[config.mk]
export PLATFORM = sky130hd
export DESIGN_NAME = prog_loader
export DESIGN_NICKNAME = d
export VERILOG_FILES = /design/src/rtl/robin_pkg.sv /design/src/rtl/loader_hdr.sv /design/src/rtl/prog_loader.sv
export SDC_FILE = /design/constraint.sdc
export NUM_CORES = 1
export LEC_CHECK = 0
export ABC_CLOCK_PERIOD_IN_PS = 4050
export BUFFER_PORTS_ARGS = -buffer_cell sky130_fd_sc_hd__buf_2
export CAP_MARGIN = 20
export CORE_UTILIZATION = 50
export CTS_BUF_LIST = sky130_fd_sc_hd__clkbuf_2 sky130_fd_sc_hd__clkbuf_4 sky130_fd_sc_hd__clkbuf_8
export CTS_CLUSTER_DIAMETER = 50
export DETAILED_ROUTE_END_ITERATION = 6
export PLACE_DENSITY_LB_ADDON = 0.15
export RECOVER_POWER = 50
export SYNTH_ARGS = -nofsm -noshare
export SYNTH_HDL_FRONTEND = slang
export SYNTH_SLANG_ARGS = --single-unit
[constraint.sdc]
create_clock -name clk -period 4.05 [get_ports clk]
set_input_delay 0.2025 -clock clk [delete_from_list [all_inputs] [get_ports clk]]
set_output_delay 0.2025 -clock clk [all_outputs]
set_load 0.005 [all_outputs]
[src/rtl/robin_pkg.sv]
// Shared command bytes and loader state encoding for the host-side program loader.
package robin_pkg;

   localparam logic [7:0] CMD_LOAD = 8'h4C;
   localparam logic [7:0] CMD_READ = 8'h52;
   localparam logic [7:0] CMD_GO   = 8'h47;
   localparam logic [7:0] CMD_STOP = 8'h58;
   localparam logic [7:0] RSP_OK   = 8'h4B;
   localparam logic [7:0] RSP_HALT = 8'h48;
   localparam logic [7:0] RSP_ERR  = 8'h3F;

   typedef logic [2:0] loader_state_t;

   localparam loader_state_t ST_IDLE  = 3'd0;
   localparam loader_state_t ST_HDR   = 3'd1;
   localparam loader_state_t ST_LOAD  = 3'd2;
   localparam loader_state_t ST_RADDR = 3'd3;
   localparam loader_state_t ST_RSEND = 3'd4;
   localparam loader_state_t ST_GO    = 3'd5;
   localparam loader_state_t ST_RUN   = 3'd6;
   localparam loader_state_t ST_ACK   = 3'd7;

   // Go carries only an address; load and read also carry a 16-bit length.
   function automatic logic [2:0] hdr_bytes(input logic [7:0] cmd);
      return (cmd == CMD_GO) ? 3'd2 : 3'd4;
   endfunction

endpackage

[src/rtl/loader_hdr.sv]
// Header byte collector: shifts incoming bytes into a word and flags the last one.
module loader_hdr (
   input  logic        clk,
   input  logic        reset,
   input  logic        clear,
   input  logic [2:0]  need,
   input  logic        in_valid,
   input  logic [7:0]  in_data,
   output logic [31:0] word_next,
   output logic        last
);

   logic [23:0] word_q;
   logic [2:0]  cnt_q;

   // word_next includes the byte on the bus so the caller can act in the same cycle.
   assign word_next = {word_q, in_data};
   assign last      = in_valid && (cnt_q == need - 3'd1);

   always_ff @(posedge clk) begin
      if (reset || clear) begin
         word_q <= 24'h0;
         cnt_q  <= 3'd0;
      end else if (in_valid) begin
         word_q <= word_next[23:0];
         cnt_q  <= cnt_q + 3'd1;
      end
   end

endmodule

[src/rtl/prog_loader.sv]
// UART-driven program loader/monitor: loads RAM, dumps RAM, and runs the cpu until halted.
module prog_loader
   import robin_pkg::*;
#(
   parameter int unsigned addr_width = 9,
   parameter int unsigned rd_lat     = 2
) (
   input  logic                  clk,
   input  logic                  reset,
   input  logic [7:0]            rx_data,
   input  logic                  rx_valid,
   output logic                  rx_ready,
   output logic [7:0]            tx_data,
   output logic                  tx_valid,
   input  logic                  tx_ready,
   output logic [addr_width-1:0] mem_raddr,
   input  logic [7:0]            mem_rdata,
   output logic [addr_width-1:0] mem_waddr,
   output logic [7:0]            mem_wdata,
   output logic                  mem_write,
   output logic                  cpu_reset,
   output logic                  cpu_halt,
   input  logic                  cpu_halted,
   output logic [addr_width-1:0] start_address,
   output logic                  busy
);

   typedef logic [addr_width-1:0] addr_t;

   localparam logic [7:0] WAIT_LAST = 8'(rd_lat - 1);

   loader_state_t state_q, state_d;
   addr_t         addr_q, addr_d;
   addr_t         start_q, start_d;
   logic [15:0]   len_q, len_d;
   logic [7:0]    cmd_q, cmd_d;
   logic [7:0]    rsp_q, rsp_d;
   logic [7:0]    wait_q, wait_d;
   addr_t         mem_waddr_q;
   logic [7:0]    mem_wdata_q;
   logic          mem_write_q;
   logic          cpu_halt_q;

   logic [31:0]   hdr_word;
   logic          hdr_last;
   logic          unused_hdr;

   loader_hdr u_hdr (
      .clk       (clk),
      .reset     (reset),
      .clear     (state_q != ST_HDR),
      .need      (hdr_bytes(cmd_q)),
      .in_valid  (rx_valid && (state_q == ST_HDR)),
      .in_data   (rx_data),
      .word_next (hdr_word),
      .last      (hdr_last)
   );

   assign unused_hdr = ^hdr_word[31:16+addr_width];

   always_comb begin
      state_d  = state_q;
      addr_d   = addr_q;
      start_d  = start_q;
      len_d    = len_q;
      cmd_d    = cmd_q;
      rsp_d    = rsp_q;
      wait_d   = wait_q;
      rx_ready = 1'b0;
      tx_valid = 1'b0;
      tx_data  = 8'h00;
      unique case (state_q)
         ST_IDLE: begin
            rx_ready = 1'b1;
            if (rx_valid) begin
               cmd_d = rx_data;
               if (rx_data == CMD_LOAD || rx_data == CMD_READ || rx_data == CMD_GO) begin
                  state_d = ST_HDR;
               end else begin
                  rsp_d   = RSP_ERR;
                  state_d = ST_ACK;
               end
            end
         end
         ST_HDR: begin
            rx_ready = 1'b1;
            if (hdr_last) begin
               if (cmd_q == CMD_GO) begin
                  addr_d  = hdr_word[addr_width-1:0];
                  state_d = ST_GO;
               end else begin
                  addr_d = hdr_word[16 +: addr_width];
                  len_d  = hdr_word[15:0];
                  rsp_d  = RSP_OK;
                  wait_d = 8'd0;
                  if (hdr_word[15:0] == 16'd0) begin
                     state_d = ST_ACK;
                  end else if (cmd_q == CMD_LOAD) begin
                     state_d = ST_LOAD;
                  end else begin
                     state_d = ST_RADDR;
                  end
               end
            end
         end
         ST_LOAD: begin
            rx_ready = 1'b1;
            if (rx_valid) begin
               addr_d = addr_q + addr_t'(1);
               len_d  = len_q - 16'd1;
               if (len_q == 16'd1) state_d = ST_ACK;
            end
         end
         ST_RADDR: begin
            if (wait_q == WAIT_LAST) state_d = ST_RSEND;
            else                     wait_d  = wait_q + 8'd1;
         end
         ST_RSEND: begin
            // mem_raddr is held on addr_q, so mem_rdata stays stable under back-pressure.
            tx_valid = 1'b1;
            tx_data  = mem_rdata;
            if (tx_ready) begin
               addr_d  = addr_q + addr_t'(1);
               len_d   = len_q - 16'd1;
               wait_d  = 8'd0;
               state_d = (len_q == 16'd1) ? ST_ACK : ST_RADDR;
            end
         end
         ST_GO: begin
            start_d = addr_q;
            state_d = ST_RUN;
         end
         ST_RUN: begin
            rx_ready = 1'b1;
            if (cpu_halted) begin
               rsp_d   = RSP_HALT;
               state_d = ST_ACK;
            end
         end
         ST_ACK: begin
            tx_valid = 1'b1;
            tx_data  = rsp_q;
            if (tx_ready) state_d = ST_IDLE;
         end
         default: state_d = ST_IDLE;
      endcase
      if (reset) begin
         rx_ready = 1'b0;
         tx_valid = 1'b0;
      end
   end

   always_ff @(posedge clk) begin
      if (reset) begin
         state_q     <= ST_IDLE;
         addr_q      <= '0;
         start_q     <= '0;
         len_q       <= 16'd0;
         cmd_q       <= 8'h00;
         rsp_q       <= 8'h00;
         wait_q      <= 8'd0;
         mem_waddr_q <= '0;
         mem_wdata_q <= 8'h00;
         mem_write_q <= 1'b0;
         cpu_halt_q  <= 1'b0;
      end else begin
         state_q     <= state_d;
         addr_q      <= addr_d;
         start_q     <= start_d;
         len_q       <= len_d;
         cmd_q       <= cmd_d;
         rsp_q       <= rsp_d;
         wait_q      <= wait_d;
         mem_write_q <= (state_q == ST_LOAD) && rx_valid;
         if ((state_q == ST_LOAD) && rx_valid) begin
            mem_waddr_q <= addr_q;
            mem_wdata_q <= rx_data;
         end
         // Pulsed even if cpu_halted arrives together with the stop byte.
         cpu_halt_q  <= (state_q == ST_RUN) && rx_valid && (rx_data == CMD_STOP);
      end
   end

   assign mem_raddr     = addr_q;
   assign mem_waddr     = mem_waddr_q;
   assign mem_wdata     = mem_wdata_q;
   assign mem_write     = mem_write_q;
   assign cpu_reset     = (state_q != ST_RUN);
   assign cpu_halt      = cpu_halt_q;
   assign start_address = start_q;
   assign busy          = (state_q != ST_IDLE);

endmodule

==> flow_metrics.env <==
export IMPL_rsz0062_at_grt="false"
export IMPL_p_leak_nw=2.100
export IMPL_maxCapViolations=0
export IMPL_final_layout_size_suffix_gt1_share_pct=12.79
export IMPL_netlist_instances=606
export IMPL_grt_pass1_wl_um=20170
export IMPL_cts_sinks=96
export IMPL_post_cts_buffers=0
export IMPL_gp_congestion=0.8382
export IMPL_endpoint="len_q[13]$_SDFFE_PP0P_"
export IMPL_drtAntennaViolNets=0
export IMPL_grt_pass1_vias=4129
export IMPL_syn_area_mm2=0.004895
export IMPL_rows=35
export IMPL_ys_ff_latch=96
export IMPL_pwr_density_cell_mw_per_mm2=654.0
export IMPL_timing_final_crit_share_pct=67.12
export IMPL_dpl_cell_count=761
export IMPL_slew_headroom_pct=39.43
export IMPL_cts_tree="built"
export IMPL_dieArea_mm2=0.01019
export IMPL_yosysSeqAreaShare_pct=39.26
export IMPL_synth_distinct_cells=62
export IMPL_io_pin_count=70
export IMPL_drv_slew=0
export IMPL_drc=0
export IMPL_grt_max_degree=74
export IMPL_clockBufferDepth=2
export IMPL_path_clk_slew_ns=0.11
export IMPL_start_util_pct=52.23
export IMPL_viasPerCell=5.902
export IMPL_die_y_um=100.9
export IMPL_cts_resized_gates=0
export IMPL_nets=671
export IMPL_r2r_setup_slack_ns=1.33
export IMPL_vias=4592
export IMPL_crit_start="state_q[2]$_SDFFE_PP0P_"
export IMPL_hp_class="in2reg"
export IMPL_async_reset_ff_share_pct=0
export IMPL_htreeDepth=3
export IMPL_cts_root_buf="clkbuf_8"
export IMPL_first_iter_violations=299
export IMPL_yosysWarnings=0
export IMPL_synth_top_area_cell="dfxtp_1"
export IMPL_grtUsageTotal_pct=25.22
export IMPL_cts_hold_buf=0
export IMPL_wire_per_inst_um=16.22
export IMPL_drt_pass1_iterations=5
export IMPL_grt_ovfl_total=0
export IMPL_synth_area_leaders="dfxtp_1, a21oi_1, mux2i_1"
export IMPL_antennaDiodeCount=0
export IMPL_critPathArrivalTime_ns=2.94
export IMPL_antenna_found_initial=0
export IMPL_required_ns=4.27
export IMPL_setup_tns_final_ns=0
export IMPL_cp_start_kind="flip-flop"
export IMPL_period_needed_ns=2.719
export IMPL_r2r_start="state_q[2]$_SDFFE_PP0P_"
export IMPL_vdd_drop_max_uv=310.0
export IMPL_numCtsBuffers=9
export IMPL_finalWirelength_um=12620
export IMPL_worstMarginPinSlew_ns=0.9016
export IMPL_rr_endpoint="len_q[13]$_SDFFE_PP0P_"
export IMPL_portBuffers=69
export IMPL_fmax_mhz=367.8
export IMPL_avgSynthCellArea_um2=8.077
export IMPL_fp_dieW_um=100.9
export IMPL_outcome="finished, final reports clean"
export IMPL_clock_skew_final_ns=0.01610
export IMPL_finalHoldViolations=0
export IMPL_critPathKind="reg2reg"
export IMPL_synth_top_area_share_pct=39.26
export IMPL_instances_no_fill=778
export IMPL_core_area_mm2=0.009371
export IMPL_clk_insertion_delay_late_ns=0.38
export IMPL_setup_violations_final=0
export IMPL_crit_fanout=39
export IMPL_cp_end_kind="flip-flop"
export IMPL_syn2layout_area_growth_pct=10.17
export IMPL_synth_edf_count=0
export IMPL_synthFlopType="dfxtp_1"
export IMPL_dpl_hpwl_um=8439
export IMPL_ff2ff_path_depth=5
export IMPL_syn_nets=633
==> cells by family (layout without fill, tap and decap cells) <==
family                     after synthesis  in the layout  share of synthesized area [%]
xor gates and xnor gates                 3              3                         0.5369
DFF                                     96             96                          39.26
muxes                                   38             38                          7.924
AOI/OAI and AO/OA                      156            156                          20.88
buffers and inverters                   59            102                          4.882
adders and majority gates                6              6                          1.534
and+or+nand+nor                        248            248                          24.97
==> cell usage in the layout, fill, tap and decap left out, types with 4 or more instances in the layout <==
cell type	instances
dfxtp_1	96
nand2_1	84
a21oi_1	75
nor2_1	58
buf_2	40
mux2i_1	32
clkbuf_1	29
nor3_1	20
o21ai_0	20
nand3_1	19
inv_1	13
clkbuf_8	10
and3_1	9
nor2b_1	9
o32ai_1	7
nor4_1	7
and2_1	7
a211oi_1	7
mux2_2	6
ha_1	6
nor4bb_1	5
o211ai_1	5
a311oi_1	5
o211a_1	4
nand3b_1	4
a31oi_1	4
o221a_2	4
nand4_1	4
or3_1	4
buf_4	4
==> power by group <==
group | total [W] | switching (W) | internal, W
logic | 0.00158 | 0.000979 | 0.000602
clock network | 0.000635 | 0.000379 | 0.000256
registers | 0.00131 | 0.000222 | 0.00109
==> through the flow <==
step | util [%] | hold slack, ns | setup WS (ns) | total power, W | area, um^2
after global routing | 57.54 | 0.1569 | 1.115 | 0.003777 | 5393
after detailed placement | 55.85 | 0.4410 | 1.272 | 0.002879 | 5234
final | 57.54 | 0.1417 | 1.331 | 0.003527 | 5393
after global placement | 55.85 | 0.4273 | 1.394 | 0.002833 | 5234
after floorplan | - | 0.3385 | 2.101 | 0.002534 | 4895
after CTS | 57.93 | 0.1286 | 1.243 | 0.003515 | 5429
==> synthesized netlist by cell type, types with 3 or more instances <==
cell / count
inv_1: 13
nand4_1: 4
nand3b_1: 4
o221a_2: 4
or3_1: 4
nor3_1: 20
nor3b_1: 3
mux2i_1: 32
nor4bb_1: 5
a31oi_1: 4
nor2b_1: 9
a311oi_1: 5
clkbuf_1: 36
dfxtp_1: 96
mux2_2: 6
nand3_1: 19
and3_1: 9
buf_2: 4
ha_1: 6
o211a_1: 4
nand2_1: 84
and2_1: 7
a211oi_1: 7
buf_4: 3
a21oi_1: 75
o32ai_1: 7
nor2_1: 58
o21ai_0: 20
or2_2: 3
nor4_1: 7
o211ai_1: 5
==> layer usage <==
metal | part of all wire [%] | routed length, um | vias up | global-route usage, %
met5 | 0 | 0 | - | 0
met4 | 2.2 | 276 | 0 | 9.922
met3 | 4.5 | 566 | 26 | 3.537
met2 | 46 | 5793 | 141 | 40.78
met1 | 47 | 5986 | 2170 | 33.93
li1 | - | - | 2255 | -
==> critical path: stages (launching register included) <==
cell	delay, ns
dfxtp_1	0.93
xnor2_1	0.25
or2_2	0.60
or2_2	0.41
o32ai_1	0.27
a211oi_1	0.11
==> state kept, by name (all words and copies together) (netlist names) <==
register       count
u_hdr.cnt_q        3
mem_waddr          9
u_hdr.word_q      17
len_q             16
wait_q             8
start_address      9
mem_raddr          9
cmd_q              8
mem_wdata          8
cpu_halt           1
rsp_q              4
mem_write          1
state_q            3
==> worst min path at each step <==
stage,depth (start not counted),end,from,slack [ns]
3_5_place_dp,2,rsp_q[1]$_SDFFE_PP0P_,rsp_q[1]$_SDFFE_PP0P_,0.44
6_report,3,mem_wdata[6]$_SDFFE_PP0P_,rx_data[6],0.14
4_1_cts,3,cmd_q[6]$_SDFFE_PP0P_,rx_data[6],0.13
3_3_place_gp,2,rsp_q[1]$_SDFFE_PP0P_,rsp_q[1]$_SDFFE_PP0P_,0.43
2_1_floorplan,2,cmd_q[6]$_SDFFE_PP0P_,rx_data[6],0.34
5_1_grt,3,cmd_q[6]$_SDFFE_PP0P_,rx_data[6],0.16
==> area by class of cell <==
type	instances	area (um^2)
clock buffers	10	137.6
flip-flops and latches	96	1922
clock inverters	6	57.56
multi-input cells	451	2726
inverters	13	48.80
fillers	942	3979
well taps	129	161.4
repair buffers	73	339.1
Note: power is estimated with default switching activity, not from simulation.
